`config.mk`:
```
export PLATFORM = sky130hd
export DESIGN_NAME = qam_symbol_packer
export DESIGN_NICKNAME = d
export VERILOG_FILES = /design/src/rtl/qam_pkg.sv /design/src/rtl/qam_byte_fifo.sv /design/src/rtl/qam_symbol_packer.sv
export SDC_FILE = /design/constraint.sdc
export NUM_CORES = 1
export LEC_CHECK = 0
export ABC_AREA = 1
export CAP_MARGIN = 20
export CELL_PAD_IN_SITES_DETAIL_PLACEMENT = 1
export CELL_PAD_IN_SITES_GLOBAL_PLACEMENT = 1
export CORE_ASPECT_RATIO = 0.6
export CORE_MARGIN = 8
export CORE_UTILIZATION = 43
export CTS_BUF_LIST = sky130_fd_sc_hd__clkbuf_4
export DETAILED_ROUTE_END_ITERATION = 8
export GPL_TIMING_DRIVEN = 0
export PLACE_DENSITY_LB_ADDON = 0.05
export SYNTH_ARGS = -nofsm -noshare
export SYNTH_HDL_FRONTEND = slang
export SYNTH_HIERARCHICAL = 1
export SYNTH_SLANG_ARGS = --single-unit
```
`constraint.sdc`:
```
create_clock -name clk -period 1.98 [get_ports clk]
set_input_delay 0.396 -clock clk [delete_from_list [all_inputs] [get_ports clk]]
set_output_delay 0.396 -clock clk [all_outputs]
set_load 0.1 [all_outputs]
```
`src/rtl/qam_pkg.sv`:
```
// Shared types and constants for the 16-QAM symbol packer.
// The LFSR helper is only referenced when QAM_SCRAMBLER_EN is defined.
package qam_pkg;

    localparam int SYMBOL_W = 4;
    localparam int BYTE_W   = 8;

    localparam int              LFSR_W      = 7;
    localparam logic [LFSR_W-1:0] LFSR_SEED = 7'h7F;
    localparam int              LFSR_TAP_HI = 6;   // x^7 term
    localparam int              LFSR_TAP_LO = 3;   // x^4 term

    typedef enum logic [1:0] {
        IDLE,
        FILL,
        DRAIN
    } state_t;

    typedef struct packed {
        logic              last;
        logic [BYTE_W-1:0] data;
    } fifo_entry_t;

    typedef struct packed {
        logic [SYMBOL_W-1:0] mask;
        logic [LFSR_W-1:0]   next_s;
    } lfsr_out_t;

    // Four serial steps of the additive scrambler; the first feedback bit lands in mask[3].
    function automatic lfsr_out_t lfsr_step4(input logic [LFSR_W-1:0] s);
        lfsr_out_t         r;
        logic [LFSR_W-1:0] st;
        logic              fb;
        st = s;
        r  = '0;
        for (int i = 0; i < SYMBOL_W; i++) begin
            fb                     = st[LFSR_TAP_HI] ^ st[LFSR_TAP_LO];
            r.mask[SYMBOL_W-1-i]   = fb;
            st                     = {st[LFSR_W-2:0], fb};
        end
        r.next_s = st;
        return r;
    endfunction

endpackage

```
`src/rtl/qam_byte_fifo.sv`:
```
// Synchronous FIFO of byte+last entries with a show-ahead read port.
// Full/empty come from an occupancy counter; pointers wrap naturally.
module qam_byte_fifo
    import qam_pkg::*;
#(
    parameter int DEPTH = 4
) (
    input  logic        clk,
    input  logic        rst,
    input  logic        wr_en,
    input  fifo_entry_t wr_data,
    input  logic        rd_en,
    output fifo_entry_t rd_data,
    output logic        full,
    output logic        empty
);

    localparam int PTR_W = $clog2(DEPTH);
    localparam int CNT_W = $clog2(DEPTH + 1);

    fifo_entry_t      mem [DEPTH];
    logic [PTR_W-1:0] wr_ptr;
    logic [PTR_W-1:0] rd_ptr;
    logic [CNT_W-1:0] count;
    logic             wr_fire;
    logic             rd_fire;

    assign full    = (count == CNT_W'(DEPTH));
    assign empty   = (count == '0);
    assign wr_fire = wr_en && !full;
    assign rd_fire = rd_en && !empty;
    assign rd_data = mem[rd_ptr];

    // NOTE: the storage array has no reset; pointers and count define what is valid.
    always_ff @(posedge clk) begin
        if (wr_fire) begin
            mem[wr_ptr] <= wr_data;
        end
    end

    // NOTE: non-blocking updates so every register samples pre-edge values.
    always_ff @(posedge clk or posedge rst) begin
        if (rst) begin
            wr_ptr <= '0;
            rd_ptr <= '0;
            count  <= '0;
        end else begin
            if (wr_fire) wr_ptr <= wr_ptr + PTR_W'(1);
            if (rd_fire) rd_ptr <= rd_ptr + PTR_W'(1);
            case ({wr_fire, rd_fire})
                2'b10:   count <= count + CNT_W'(1);
                2'b01:   count <= count - CNT_W'(1);
                default: count <= count;
            endcase
        end
    end

endmodule

```
`src/rtl/qam_symbol_packer.sv`:
```
// Byte-to-nibble packer feeding the 16-QAM mapper: frame FSM, FIFO, HI/LO splitter.
// Optional additive scrambler enabled by defining QAM_SCRAMBLER_EN.
module qam_symbol_packer
    import qam_pkg::*;
#(
    parameter int FIFO_DEPTH = 4,
    parameter bit MSB_FIRST  = 1'b1
) (
    input  logic                clk,
    input  logic                rst,
    input  logic                start_i,
    input  logic [BYTE_W-1:0]   data_i,
    input  logic                data_valid_i,
    input  logic                last_i,
    output logic                data_ready_o,
    output logic [SYMBOL_W-1:0] symbol_o,
    output logic                symbol_valid_o,
    output logic                start_o,
    output logic                done_flag_o
);

    state_t              state_q;
    state_t              state_d;
    fifo_entry_t         wr_entry;
    fifo_entry_t         head;
    fifo_entry_t         hold_q;
    logic                fifo_full;
    logic                fifo_empty;
    logic                wr_fire;
    logic                pop;
    logic                emit;
    logic                start_accept;
    logic                phase_lo_q;
    logic                first_pending_q;
    logic [SYMBOL_W-1:0] first_nib;
    logic [SYMBOL_W-1:0] second_nib;
    logic [SYMBOL_W-1:0] scr_mask;

    assign wr_entry     = '{last: last_i, data: data_i};
    assign wr_fire      = data_valid_i && data_ready_o;
    assign start_accept = (state_q == IDLE) && start_i;
    assign pop          = !phase_lo_q && !fifo_empty;
    assign emit         = pop || phase_lo_q;

    assign first_nib  = MSB_FIRST ? head.data[BYTE_W-1 -: SYMBOL_W]   : head.data[SYMBOL_W-1:0];
    assign second_nib = MSB_FIRST ? hold_q.data[SYMBOL_W-1:0]         : hold_q.data[BYTE_W-1 -: SYMBOL_W];

    qam_byte_fifo #(
        .DEPTH (FIFO_DEPTH)
    ) u_fifo (
        .clk     (clk),
        .rst     (rst),
        .wr_en   (wr_fire),
        .wr_data (wr_entry),
        .rd_en   (pop),
        .rd_data (head),
        .full    (fifo_full),
        .empty   (fifo_empty)
    );

    always_ff @(posedge clk or posedge rst) begin
        if (rst) state_q <= IDLE;
        else     state_q <= state_d;
    end

    // NOTE: defaults first so no path through this block infers a latch.
    always_comb begin
        state_d      = state_q;
        data_ready_o = 1'b0;
        case (state_q)
            IDLE: begin
                if (start_i) state_d = FILL;
            end
            FILL: begin
                data_ready_o = !fifo_full;
                if (wr_fire && last_i) state_d = DRAIN;
            end
            DRAIN: begin
                if (fifo_empty && !phase_lo_q) state_d = IDLE;
            end
            default: state_d = IDLE;
        endcase
    end

`ifdef QAM_SCRAMBLER_EN
    logic [LFSR_W-1:0] lfsr_q;
    lfsr_out_t         lfsr_nx;

    assign lfsr_nx  = lfsr_step4(lfsr_q);
    assign scr_mask = lfsr_nx.mask;

    // Reseeded per frame so every frame sees the same mask sequence.
    always_ff @(posedge clk or posedge rst) begin
        if (rst)               lfsr_q <= LFSR_SEED;
        else if (start_accept) lfsr_q <= LFSR_SEED;
        else if (emit)         lfsr_q <= lfsr_nx.next_s;
    end
`else
    assign scr_mask = '0;
`endif

    // HI phase pops a byte and emits its first nibble; LO phase emits the held second nibble.
    always_ff @(posedge clk or posedge rst) begin
        if (rst) begin
            phase_lo_q      <= 1'b0;
            first_pending_q <= 1'b0;
            hold_q          <= '0;
            symbol_o        <= '0;
            symbol_valid_o  <= 1'b0;
            start_o         <= 1'b0;
            done_flag_o     <= 1'b0;
        end else begin
            symbol_valid_o <= 1'b0;
            start_o        <= 1'b0;
            done_flag_o    <= 1'b0;
            if (pop) begin
                symbol_o        <= first_nib ^ scr_mask;
                symbol_valid_o  <= 1'b1;
                start_o         <= first_pending_q;
                first_pending_q <= 1'b0;
                hold_q          <= head;
                phase_lo_q      <= 1'b1;
            end else if (phase_lo_q) begin
                symbol_o       <= second_nib ^ scr_mask;
                symbol_valid_o <= 1'b1;
                done_flag_o    <= hold_q.last;
                phase_lo_q     <= 1'b0;
            end
            if (start_accept) first_pending_q <= 1'b1;
        end
    end

endmodule
```
==> results.txt <==
The run finished with clean final reports. The flip-flop and latch area is 1660 um^2. The total of max-cap violations is 0.

Entering global routing, the biggest net connects 17 pins. The final net count came out at 304. The routed via count is 1703. The net count after synthesis is 256.

Detailed placement finished with a half-perimeter wire length of 3960 um. The clock tree from TritonCTS is yes. Clock-pin slew was measured on the worst setup and hold paths at 0.10 ns. In this run the standard cell core region covers 5970 um^2. The count of TritonRoute iterations in the first routing pass is 6. The critical path in this run is classified as flop to flop. The maximum clock path buffer count is 2. The setup skew after layout is 0.0149 ns.

The diode insertion count for antenna repair is 0. For this run, design rule violations remaining after detail routing come to 0. The overall die height is 76.1 um. The number of vias per cell after detailed routing came out at 4.55. The final worst-path setup slack is 0.0211 ns. The number of buffers and inverters on the critical path is 6. In this design, the critical path's most frequently occurring cell is sky130_fd_sc_hd__inv_2.

The combined area of the multi-input logic cells is 797 um^2. The type of element launching the critical path is a flop. The final critical delay including setup and external delays came out at 1.96 ns.

Compared with the post-synthesis result, the final layout area differs by 27.2%. The number of core rows came out at 22. The number of distinct standard cells referenced by the synthesized netlist is 25. The share of synthesized area in the top cell type comes to 41.7%. Once the floorplan was initialized, standard cells occupied 43.4% of the core. VDD sags by at most 0.715 mV. The number of CTS-inserted buffers came out at 9. In this run the cell area of the synthesized design comes to 2590 um^2. The total global routing track utilization came out at 14.2%.

The worst relative slew slack is 59.0%. The final weighted congestion of routability-driven global placement is 0.705. The I/O pin count came out at 21. The worst-path maximum fanout is 4. The register bit total from synthesis came out at 59. The total power divided by cell area is 1810 nW/um^2. The count of endpoints failing setup in the final report came out at 0. The source-to-sink clock delay at the later pin of the worst-skew pair is 0.40 ns. The biggest area contributor in the post-synthesis netlist is sky130_fd_sc_hd__edfxtp_1. The per-cell routed wire length is 15.4 um. The endpoint identified for the worst register-to-register timing path is u_fifo/count[2].

The worst register-to-register path begins at u_fifo/count[0]. At the worst endpoint, the arrival time is 2.24 ns. For the pin with the worst max-slew slack, the measured transition is 0.615 ns. The number of buffers added on ports is 20. Across all register-to-register paths, the minimum setup slack is 0.02 ns. For this block, the routed nets add up to 5760 um of wire. Derived from the worst setup path, the maximum achievable clock frequency is 0.510 GHz. The number of antenna violations at the first check in global routing came out at 0.

The first-pass GRT wire length came out at 9320 um. The via count of the first global-routing pass came to 1871. Setup repair after global routing could not meet its margin everywhere. After detailed placement, the total cell area comes to 2930 um^2. For this run, the slowest stage of the critical path takes 0.41 ns. At the worst endpoint, the required time is 2.26 ns.

The number of cells on the worst reg-to-reg path is 14. The share of the yosys chip area belonging to registers is 64.0%. Summing internal, switching and leakage power gives 5980 uW.

After filler insertion, the fill cell instance count of the layout stands at 647. The minimum setup slack after placement came out at -0.449 ns. After technology mapping, the gate count stands at 237. The number of design-rule violations left by the first detailed-router iteration came out at 83. The final max-slew violation count came out at 0. Summed over all cells, the static leakage comes to 0.00147 uW. The post-detailed-route count of antenna-violating nets came out at 0. Measured along the x axis, the die boundary spans 116 um. The critical path goes through inv_2, nand3_4, inv_4, inv_2, and3_4, nand2_4, buf_6, ha_4, inv_4, fa_2, inv_2, nand2_2, nand4_1, nand2_1. The H-tree was split into 3 levels. The final number of hold-violating endpoints was 0. The cell with the largest stage delay on the worst path is sky130_fd_sc_hd__dfrtp_1. Adding up every negative setup slack in the final design gives 0 ns. The global route total overflow is 0. The type of the tightest min-delay check is primary input to asynchronous set/reset pin. The library cell used most frequently in the layout, excluding fill and tap cells, is sky130_fd_sc_hd__nand2_1. The floorplan step defined a die boundary enclosing 8840 um^2. The layout cell share with drive strength beyond 1 is 31.0%. The cell area after layout is 3300 um^2. Broken down by cell family, the worst path's largest delay share belongs to simple AND/OR/NAND/NOR gates. STA classifies the critical path endpoint as a flop. The clock sink count came out at 59. In this run the clock root is driven by a sky130_fd_sc_hd__clkbuf_4. The total of warnings raised by yosys is 6. Dividing the final minimum period by the clock period gives 98.9%.

In the post-synthesis netlist, the biggest area contributors are sky130_fd_sc_hd__edfxtp_1 42%, sky130_fd_sc_hd__dfrtp_1 22%, sky130_fd_sc_hd__nand2_1 9.7%. Averaged over all synthesized cells, the footprint is 10.9 um^2. In the layout the commonest cells are 64 x sky130_fd_sc_hd__nand2_1, 36 x sky130_fd_sc_hd__edfxtp_1, 32 x sky130_fd_sc_hd__inv_1.
layer usage:
layer	vias to the layer above	track usage, %	wire, um
li1	866	-	-
met1	804	18.0	2770
met2	27	21.3	2690
met3	6	6.57	243
met4	0	3.47	52
met5	-	0	0
report_power, final:
group | switching, uW | leakage, uW | total [uW] | internal (uW)
logic | 2040 | 0.000782 | 3170 | 1130
registers | 194 | 0.000604 | 1860 | 1660
clock network | 420 | 0.0000868 | 957 | 537
cells in the mapped netlist:
master and count:
sky130_fd_sc_hd__nand2_1 67, sky130_fd_sc_hd__inv_1 41, sky130_fd_sc_hd__edfxtp_1 36, sky130_fd_sc_hd__dfrtp_1 23
sky130_fd_sc_hd__o211ai_1 18, sky130_fd_sc_hd__nand3_1 9, sky130_fd_sc_hd__nor2_1 7, sky130_fd_sc_hd__nand2_2 6
sky130_fd_sc_hd__ha_1 5, sky130_fd_sc_hd__buf_6 3, sky130_fd_sc_hd__inv_2 3, sky130_fd_sc_hd__nand2_4 3
sky130_fd_sc_hd__nand3_2 3, sky130_fd_sc_hd__nand4_1 2, sky130_fd_sc_hd__and3_1 1, sky130_fd_sc_hd__buf_12 1
sky130_fd_sc_hd__buf_2 1, sky130_fd_sc_hd__clkinv_1 1, sky130_fd_sc_hd__fa_1 1, sky130_fd_sc_hd__nor2_2 1
sky130_fd_sc_hd__nor2_4 1, sky130_fd_sc_hd__nor3_1 1, sky130_fd_sc_hd__o21ai_0 1, sky130_fd_sc_hd__o21ai_2 1
sky130_fd_sc_hd__xnor2_1 1
cell type report:
type / count / area share, %
timing repair buffer: 38 / 11.0
inverter: 45 / 5.28
clock buffer: 11 / 2.51
multi-input combinational: 128 / 24.2
sequential: 59 / 50.3
tap: 84 / 3.19
buffer: 4 / 1.18
clock inverter: 5 / 2.35
registers in the layout, indices dropped and copies added (netlist names):
register	count
done_flag_o	1
first_pending_q	1
hold_q	5
phase_lo_q	1
start_o	1
state_q	2
symbol_o	4
symbol_valid_o	1
u_fifo/count	3
u_fifo/mem	36
u_fifo/rd_ptr	2
u_fifo/wr_ptr	2
cells by family (layout without fill, tap and decap cells):
kind of cell / Yosys count / in the layout / synth area share (%)
and+or+nand+nor: 101 / 101 / 18.0
DFF: 59 / 59 / 64.0
buffers and inverters: 50 / 103 / 8.79
adders and majority gates: 6 / 6 / 3.19
xor gates and xnor gates: 1 / 1 / 0.338
AOI/OAI and AO/OA: 20 / 20 / 5.75
what timing repair did:
item                                    CTS  global route
hold buffers                              0             0
pin swaps                                 7             6
buffers inserted                         11             7
endpoints found under the setup margin   46             2
hold endpoints to repair                  0             0
gates resized for setup                  49             8
worst max path at each step:
stage	from	end	slack, ns	depth (start not counted)
2_1_floorplan	u_fifo/count[0]	u_fifo/count[1]	0.03	10
4_1_cts	u_fifo/count[0]	u_fifo/count[2]	-0.01	14
3_3_place_gp	data_valid_i	u_fifo/mem[2][4]	-0.44	4
6_report	u_fifo/count[0]	u_fifo/count[2]	0.02	14
5_1_grt	u_fifo/count[0]	u_fifo/count[2]	-0.1	14
3_5_place_dp	data_valid_i	u_fifo/mem[0][4]	-0.45	4
stage by stage:
step           util (%)  cells  hold WS, ns
2_1_floorplan         -    237        0.199
3_3_place_gp       49.0    341        0.449
3_5_place_dp       49.0    341        0.451
4_1_cts            54.2    368        0.286
5_1_grt            55.2    374        0.298
6_report           55.2    374        0.316
(Power assumes the default switching activity.)
